[src/rtl/imem_pkg.sv]
// Shared definitions for the instruction-memory refill path.
//   AXI_BURST_INCR / AXI_SIZE_8B / AXI_RESP_OKAY : fixed AXI read-channel encodings
//   refill_state_e                              : refill controller state encoding
package imem_pkg;

    localparam logic [1:0] AXI_BURST_INCR = 2'b01;
    localparam logic [2:0] AXI_SIZE_8B    = 3'b011;
    localparam logic [1:0] AXI_RESP_OKAY  = 2'b00;

    typedef enum logic [1:0] {
        ST_IDLE = 2'd0,
        ST_REQ  = 2'd1,
        ST_RESP = 2'd2,
        ST_DONE = 2'd3
    } refill_state_e;

endpackage

[src/rtl/icache_line_buf.sv]
// Cache-line assembly buffer: BEATS registers of 64 bits, one written per cycle.
//   clk, rst   : clock, asynchronous active-high reset (clears all slots)
//   wr_en_i    : write slot wr_idx_i with wr_data_i this cycle
//   wr_idx_i   : slot index
//   wr_data_i  : beat data
//   line_o     : flattened line, slot i at bits [64i+63:64i]
module icache_line_buf #(
    parameter int BEATS = 8,
    parameter int IDX_W = $clog2(BEATS)
) (
    input  logic                  clk,
    input  logic                  rst,
    input  logic                  wr_en_i,
    input  logic [IDX_W-1:0]      wr_idx_i,
    input  logic [63:0]           wr_data_i,
    output logic [BEATS*64-1:0]   line_o
);

    logic [63:0] mem_q [BEATS];
    logic [63:0] mem_d [BEATS];

    always_comb begin
        mem_d = mem_q;
        if (wr_en_i) begin
            mem_d[wr_idx_i] = wr_data_i;
        end
    end

    always_ff @(posedge clk or posedge rst) begin
        if (rst) begin
            for (int i = 0; i < BEATS; i++) begin
                mem_q[i] <= '0;
            end
        end else begin
            mem_q <= mem_d;
        end
    end

    always_comb begin
        line_o = '0;
        for (int i = 0; i < BEATS; i++) begin
            line_o[64*i +: 64] = mem_q[i];
        end
    end

endmodule

[src/rtl/icache_refill_ctrl.sv]
// I-cache refill controller: accepts a miss, issues one line-aligned INCR read
// burst, assembles the returned beats into a line and pulses it to the cache.
//   cpu_clk, cpu_reset          : clock, asynchronous active-high reset
//   miss_valid_i/miss_addr_i    : miss request; miss_ready_o high when idle
//   flush_i                     : discard the refill in flight (burst still drained)
//   ar*_o / arready_i           : read-address request to the CDC stage
//   rdata_i/rresp_i/rlast_i/rvalid_i, rready_o : read-data beats
//   line_valid_o/line_addr_o/line_data_o/line_err_o : completed line
module icache_refill_ctrl
    import imem_pkg::*;
#(
    parameter int LINE_BYTES = 64
) (
    input  logic                      cpu_clk,
    input  logic                      cpu_reset,
    input  logic                      miss_valid_i,
    input  logic [63:0]               miss_addr_i,
    output logic                      miss_ready_o,
    input  logic                      flush_i,
    output logic [63:0]               araddr_o,
    output logic [7:0]                arlen_o,
    output logic [2:0]                arsize_o,
    output logic [1:0]                arburst_o,
    output logic                      arvalid_o,
    input  logic                      arready_i,
    input  logic [63:0]               rdata_i,
    input  logic [1:0]                rresp_i,
    input  logic                      rlast_i,
    input  logic                      rvalid_i,
    output logic                      rready_o,
    output logic                      line_valid_o,
    output logic [63:0]               line_addr_o,
    output logic [LINE_BYTES*8-1:0]   line_data_o,
    output logic                      line_err_o
);

    // state   | meaning
    // IDLE    | waiting for a miss
    // REQ     | burst request presented, waiting for arready
    // RESP    | accepting read beats until rlast
    // DONE    | one-cycle line delivery pulse

    localparam int BEATS = LINE_BYTES / 8;
    localparam int IDX_W = $clog2(BEATS);
    localparam int CNT_W = IDX_W + 1;
    localparam logic [CNT_W-1:0] BEATS_C  = CNT_W'(BEATS);
    localparam logic [CNT_W-1:0] LAST_C   = CNT_W'(BEATS - 1);
    localparam logic [63:0]      OFF_MASK = 64'(LINE_BYTES - 1);

    refill_state_e    state_q, state_d;
    logic [63:0]      addr_q, addr_d;
    logic [CNT_W-1:0] cnt_q, cnt_d;
    logic             err_q, err_d;
    logic             drop_q, drop_d;
    logic             miss_ready_q, miss_ready_d;
    logic             arvalid_q, arvalid_d;
    logic             rready_q, rready_d;
    logic             line_valid_q, line_valid_d;
    logic             line_err_q, line_err_d;
    logic             wr_en;

    always_comb begin
        state_d = state_q;
        addr_d  = addr_q;
        cnt_d   = cnt_q;
        err_d   = err_q;
        drop_d  = drop_q;
        wr_en   = 1'b0;
        case (state_q)
            ST_IDLE: begin
                if (miss_valid_i && miss_ready_q) begin
                    addr_d  = miss_addr_i & ~OFF_MASK;
                    cnt_d   = '0;
                    err_d   = 1'b0;
                    drop_d  = 1'b0;
                    state_d = ST_REQ;
                end
            end
            ST_REQ: begin
                // A flush cannot retract an offered request; it only marks the result for discard.
                if (flush_i) drop_d = 1'b1;
                if (arvalid_q && arready_i) state_d = ST_RESP;
            end
            ST_RESP: begin
                if (flush_i) drop_d = 1'b1;
                if (rready_q && rvalid_i) begin
                    if (cnt_q < BEATS_C) wr_en = 1'b1;
                    else                 err_d = 1'b1;
                    // Saturating so an over-long burst can never wrap onto valid slots.
                    if (cnt_q != BEATS_C) cnt_d = cnt_q + CNT_W'(1);
                    if (rresp_i != AXI_RESP_OKAY) err_d = 1'b1;
                    if (rlast_i) begin
                        if (cnt_q != LAST_C) err_d = 1'b1;
                        state_d = drop_d ? ST_IDLE : ST_DONE;
                    end
                end
            end
            ST_DONE: state_d = ST_IDLE;
            default: state_d = ST_IDLE;
        endcase

        // Handshake outputs registered from the next state so they are glitch-free.
        miss_ready_d = (state_d == ST_IDLE);
        arvalid_d    = (state_d == ST_REQ);
        rready_d     = (state_d == ST_RESP);
        line_valid_d = (state_d == ST_DONE);
        line_err_d   = (state_d == ST_DONE) && err_d;
    end

    always_ff @(posedge cpu_clk or posedge cpu_reset) begin
        if (cpu_reset) begin
            state_q      <= ST_IDLE;
            addr_q       <= '0;
            cnt_q        <= '0;
            err_q        <= 1'b0;
            drop_q       <= 1'b0;
            miss_ready_q <= 1'b0;
            arvalid_q    <= 1'b0;
            rready_q     <= 1'b0;
            line_valid_q <= 1'b0;
            line_err_q   <= 1'b0;
        end else begin
            state_q      <= state_d;
            addr_q       <= addr_d;
            cnt_q        <= cnt_d;
            err_q        <= err_d;
            drop_q       <= drop_d;
            miss_ready_q <= miss_ready_d;
            arvalid_q    <= arvalid_d;
            rready_q     <= rready_d;
            line_valid_q <= line_valid_d;
            line_err_q   <= line_err_d;
        end
    end

    icache_line_buf #(
        .BEATS (BEATS),
        .IDX_W (IDX_W)
    ) u_line_buf (
        .clk       (cpu_clk),
        .rst       (cpu_reset),
        .wr_en_i   (wr_en),
        .wr_idx_i  (cnt_q[IDX_W-1:0]),
        .wr_data_i (rdata_i),
        .line_o    (line_data_o)
    );

    assign miss_ready_o = miss_ready_q;
    assign araddr_o     = addr_q;
    assign arlen_o      = 8'(BEATS - 1);
    assign arsize_o     = AXI_SIZE_8B;
    assign arburst_o    = AXI_BURST_INCR;
    assign arvalid_o    = arvalid_q;
    assign rready_o     = rready_q;
    assign line_valid_o = line_valid_q;
    assign line_addr_o  = addr_q;
    assign line_err_o   = line_err_q;

endmodule

[config.mk]
export PLATFORM = sky130hd
export DESIGN_NAME = icache_refill_ctrl
export DESIGN_NICKNAME = d
export VERILOG_FILES = /design/src/rtl/imem_pkg.sv /design/src/rtl/icache_line_buf.sv /design/src/rtl/icache_refill_ctrl.sv
export SDC_FILE = /design/constraint.sdc
export NUM_CORES = 1
export LEC_CHECK = 0
export CAP_MARGIN = 20
export CORE_AREA = 2 2 313 315
export CTS_CLUSTER_DIAMETER = 120
export CTS_CLUSTER_SIZE = 30
export DETAILED_ROUTE_END_ITERATION = 16
export DIE_AREA = 0 0 315 317
export HOLD_SLACK_MARGIN = 0.02
export SKIP_CTS_REPAIR_TIMING = 1
export SLEW_MARGIN = 25
export SYNTH_ARGS = -nofsm -noshare
export SYNTH_HDL_FRONTEND = slang
export SYNTH_SLANG_ARGS = --single-unit
[constraint.sdc]
create_clock -name cpu_clk -period 49.7 [get_ports cpu_clk]
set_input_delay 4.97 -clock cpu_clk [delete_from_list [all_inputs] [get_ports cpu_clk]]
set_output_delay 4.97 -clock cpu_clk [all_outputs]
set_load 0.01 [all_outputs]
==> out/qor.txt, run 1 <==
Total GRT Usage = 0.132
WL final = 69.4 mm
Vert. Die Dim = 317 microns
YS warnings = 0
iteration count of the initial detailed-routing pass = 4
layout cells sized above 1 = 0.291
initial antenna violation count = 1
via count = 13.9k
Max-slew headroom = 0.316
TNS Setup = 0 ps
gr ovfl total = 0
GPL Wtd Cong = 0.805
leak pwr = 0.0145 uW
maximum vdd drop = 0.0000388 V
clk root buf = clkbuf_16
critical path arrival = 9030 ps
area grow syn2layout = 41.2%
main combinational cell family by area after synthesis = multiplexers
max-slew violation count = 0
DIE WIDTH = 315 microns
Hold Fails Final Rpt = 0
RSZ-0062 raised after global routing = no
post-synthesis adder-cell area fraction = 0.00279
CTS sink count = 583
Power Density = 35.2 nW/um^2
DR iter-0 viols = 541
# IOs = 795
crit path max fanout = 126
post-layout minimum cycle time = 8360 ps
Placement Setup Slack = 40,180 ps
CP Capture Type = asynchronous set/reset pin
Setup crit start kind = input pin
post-route ant nets = 0
WS Path Type = input pin to asynchronous set/reset pin
Post-synth EDFFs = 0
mux contribution to synthesized area = 0.286
CTS max path bufs = 3
total CTS buffers = 24
routed length per placed instance = 20.8 microns
Clk pin slew, worst setup/hold paths = 110 ps
Hold Crit Class = register to register
Slew @ Worst Pin = 1030 ps
Final setup viols = 0
# rows = 114
Main synth FF type = dfrtp_1
sequential area share after synthesis = 0.650
clk_skew = 54.1 ps
hpwl dp = 48.9 mm
Syn Area/Cell = 16.4 sq um
Cell variety after synth = 37
Die Footprint = 99,900 sq um
vias in the first global route = 14.8k
asr flop ratio synth = 1.00
CP Data Required Time = 50,370 ps
status = completed
PortBufs = 763
worst skew pair latency = 620 ps
Max-Cap Viols = 0
Post-Synth XOR/XNOR Area = 0
first-pass GRT wire length = 100 mm
DRC Markers = 0
fin crit share = 0.168
largest net degree at the start of global routing = 127
H-tree depth = 1
CTS tree = built
mapped cell area = 22,400 sq um
routed vias/inst = 4.17
Layout Nets = 2,198
core footprint = 96,300 sq um
Synth Area in Compound Gates = 0.00519
Mapped Cells = 1,366
number of synthesized register bits = 583
Final WS setup = 41,340 ps
Max Fclk = 0.120 GHz
Initial Utilization = 0.233
simple-gate share of the synthesized area = 0.0108
smallest hold slack = 494 ps
cell families after synthesis:
family,after synthesis
other,2
buffers and inverters,149
adder cells (fa/ha/maj),5
AND/OR/NAND/NOR,38
flip-flops,583
AO/OA/AOI/OAI,18
multiplexers,571
cells in the mapped netlist, drive strengths merged (2+ instances only):
library cell  instances  area, sq um
dfrtp               583        14600
mux2                570         6420
buf                 110          848
clkbuf               33          124
nor2                  9         41.3
nand3                 7         35.0
a21oi                 6         30.0
inv                   6         22.5
nand2                 6         22.5
ha                    5         62.6
o21ai                 4         20.0
a31o                  2         17.5
conb                  2         7.51
nor2b                 2         12.5
nor3                  2         32.5
or4                   2         15.0
critical path, stage by stage:
cell and delay [ps]:
clkdlybuf4s50_1 490, inv_8 620, buf_4 730, buf_4 810, buf_4 600, buf_6 630
cell usage in the layout (no fill, tap or decap), drive strengths merged, types with 5 or more instances in the layout:
master	n
nor2	9
clkdlybuf4s50	763
dfrtp	583
buf	21
clkbuf	25
mux2	570
nand2	6
conb	25
a21oi	6
nand3	7
inv	8
ha	5
metal layers:
metal,global-route usage,vias up,routed length (microns)
li1,-,6043,-
met1,0.157,7302,27200
met2,0.233,481,35300
met3,0.0344,84,5100
met4,0.0372,0,1840
met5,0,-,0
area by class of cell:
cell class / instances / area, sq um
sequential: 583 / 14600
multi-input combinational: 657 / 6990
clock inverter: 5 / 61.3
tap: 1276 / 1600
clock buffer: 25 / 626
antenna: 1 / 2.50
inverter: 6 / 30.0
fill: 9484 / 64600
timing repair buffer: 784 / 7800
power breakdown:
part           internal [uW]  leakage [uW]  total, uW  switching [uW]
Sequential               527       0.00791        566            39.8
Clock                   93.1      0.000337        244             151
Combinational            180       0.00624        304             124
path summary, 6_finish.rpt:
| check | start | to | slack [ps] | cells past startpoint |
|---|---|---|---|---|
| setup / recovery | cpu_reset | u_line_buf.line_o[66] | 41340 | 6 |
| min in group asynchronous | cpu_reset | u_line_buf.line_o[33] | 4930 | 2 |
| hold / removal | u_line_buf.line_o[25] | u_line_buf.line_o[25] | 490 | 1 |
| setup reg to reg | state_q[0] | u_line_buf.line_o[321] | 46060 | 6 |
| max in group cpu_clk | rvalid_i | u_line_buf.line_o[321] | 42060 | 6 |
| hold reg to reg | u_line_buf.line_o[25] | u_line_buf.line_o[25] | 490 | 1 |
state kept, by name (all words and copies together) (netlist names):
register,count
araddr_o,58
arvalid_o,1
cnt_q,4
drop_q,1
err_q,1
line_err_o,1
line_valid_o,1
miss_ready_o,1
rready_o,1
state_q,2
u_line_buf.line_o,512
metrics by stage:
step | instances | area (sq um) | util | power, uW
CTS | 3336 | 31700 | 0.329 | 1130
global placement | 3306 | 31000 | 0.322 | 877
floorplan | 1389 | 22500 | - | 716
global route | 3336 | 31700 | 0.329 | 1170
detailed placement | 3306 | 31000 | 0.322 | 883
finish | 3337 | 31700 | 0.329 | 1110
(Power assumes the default switching activity.)
==> run 2, diff against run 1 <==
CORE_AREA = 2 2 309 311   (was 2 2 313 315)
DIE_AREA = 0 0 311 313   (was 0 0 315 317)
clock period = 7.2 ns   (was 49.7 ns; I/O delays follow)
==> run 2 against run 1 <==
  * Power rose to 6.9 times the previous value
  * First-iteration DRC count up 4.6%
  * Worst setup slack got worse by 38000 ps
  * Sequential cell count is the same
  * Die area shrank 2.5%
  * Wire length shrank 0.66%
  * Critical path depth is the same
  * Global-route usage is 0.49 points higher
  * Non-clock buffer count increased by 3
  * Final area about the same
  * Final cell count fell by 0.24%
  * Via count fell by 1.2%
==> out/qor.txt, run 2 (same netlist as run 1, synthesis figures left out) <==
status = completed
post-layout minimum cycle time = 3480 ps
fin crit share = 0.484
Max Fclk = 0.287 GHz
CP Capture Type = register
first-pass GRT wire length = 102 mm (+2.3%)
Hold Crit Class = register to register
Hold Fails Final Rpt = 0 (unchanged)
Max-slew headroom = 0.377 (+0.0611)
clk root buf = clkbuf_16
commonest non-fill, non-tap cell in the layout = clkdlybuf4s50_1
design area = 31,700 sq um (about the same)
RSZ-0062 raised after global routing = no
count of non-filler cells in the finished layout = 3,329 (-0.24%)
CP Data Required Time = 7680 ps (-42,690 ps)
Total GRT Usage = 0.137 (+0.00490)
via count = 13.7k (-1.2%)
total CTS buffers = 23 (-4.2%)
PortBufs = 763 (unchanged)
crit path max fanout = 33 (-74%)
Final Total Pwr = 7660 uW (+590%)
clk_skew = 21.5 ps (-32.6 ps)
worst skew pair latency = 600 ps (-20 ps)
# IOs = 795 (unchanged)
Power Density = 242 nW/um^2 (+590%)
iteration count of the initial detailed-routing pass = 4 (unchanged)
Layout Nets = 2,200 (+0.091%)
Max-Cap Viols = 0 (unchanged)
DR iter-0 viols = 566 (+4.6%)
# rows = 113 (-0.88%)
commonest non-fill, non-tap cells in the layout = clkdlybuf4s50_1, dfrtp_1, mux2_2
maximum vdd drop = 0.000260 V (+570%)
initial antenna violation count = 1 (unchanged)
WS Path Type = register to register
CTS max path bufs = 3 (unchanged)
core footprint = 94,200 sq um (-2.2%)
Final setup viols = 0 (unchanged)
WL final = 68.9 mm (-0.66%)
CTS sink count = 583 (unchanged)
vias in the first global route = 15.0k (+1.6%)
CTS tree = built
routed length per placed instance = 20.7 microns (-0.43%)
area grow syn2layout = 41.2% (about the same)
DRC Markers = 0 (unchanged)
DIE WIDTH = 311 microns (-1.3%)
largest net degree at the start of global routing = 154 (+21%)
DP Cell Count = 3,298 (-0.24%)
gr ovfl total = 0 (unchanged)
critical path arrival = 3970 ps (-5060 ps)
hpwl dp = 49.4 mm (+1.0%)
routed vias/inst = 4.13 (-0.92%)
GPL Wtd Cong = 0.775 (-3.7%)
max-slew violation count = 0 (unchanged)
Die Footprint = 97,300 sq um (-2.5%)
Setup crit start kind = register
max reg flops = 512 (unchanged)
H-tree depth = 1 (unchanged)
Clk pin slew, worst setup/hold paths = 120 ps (about the same)
Vert. Die Dim = 313 microns (-1.3%)
Initial Utilization = 0.238 (+0.00524)
leak pwr = 0.0145 uW (about the same)
post-route ant nets = 0 (unchanged)
layout cells sized above 1 = 0.291 (unchanged)
Slew @ Worst Pin = 934 ps (-91.7 ps)
dpl cell area = 31,000 sq um (+0.14%)
==> run 2: changes by cell type in the layout (fill, tap and decap cells not counted), sizes merged <==
cell,before,now
buf,21,24
bufinv,0,1
diode,1,4
clkbuf,25,24
clkinv,3,1
clkinvlp,0,2
inv,8,5
==> run 2: report_power, final <==
group          internal (uW)  switching (uW)
logic                   1250             873
clock network            631            1010
registers               3640             270
total                   5520            2150
==> run 2: path summary, 6_finish.rpt <==
check	start	end	slack, ps	depth (start not counted)
min in group asynchronous	cpu_reset	line_valid_o	560	2
min reg2reg	u_line_buf.line_o[189]	u_line_buf.line_o[189]	490	1
min	u_line_buf.line_o[189]	u_line_buf.line_o[189]	490	1
max reg2reg	state_q[0]	u_line_buf.line_o[479]	3720	6
max in group asynchronous	cpu_reset	u_line_buf.line_o[292]	5080	4
max	state_q[0]	u_line_buf.line_o[479]	3720	6
==> run 2: metal layers <==
| layer | up-vias | wire [microns] | GRT usage |
|---|---|---|---|
| met5 | - | 0 | 0 |
| met4 | 0 | 1530 | 0.0338 |
| met3 | 66 | 4700 | 0.0369 |
| met1 | 7206 | 26800 | 0.159 |
| li1 | 6036 | - | - |
| met2 | 441 | 35900 | 0.248 |
==> run 2: area by class of cell <==
type                    instances  area, sq um
repair buffers                787         7860
well taps                    1265         1580
inverters                       6         26.3
fillers                      9226        62500
multi-input cells             657         6990
clock inverters                 3         46.3
clock buffers                  24          589
flip-flops and latches        583        14600
diodes                          4         10.0
==> run 2: stage by stage <==
| step | worst slack, ps | hold WS (ps) | utilization | setup TNS (ps) |
|---|---|---|---|---|
| 2_1_floorplan | -1470 | 529 | - | -854350 |
| 3_3_place_gp | 3280 | 468 | 0.330 | 0 |
| 3_5_place_dp | 3250 | 474 | 0.330 | 0 |
| 4_1_cts | 3630 | 500 | 0.336 | 0 |
| 5_1_grt | 3470 | 508 | 0.336 | 0 |
| 6_report | 3720 | 495 | 0.336 | 0 |
==> run 2: critical path, cell delays in order, from the launching register on <==
cell and delay [ps]:
dfrtp_1 430, inv_1 120, ha_1 380, nor4b_2 770, nand3_4 680, buf_4 570
mux2_2 360
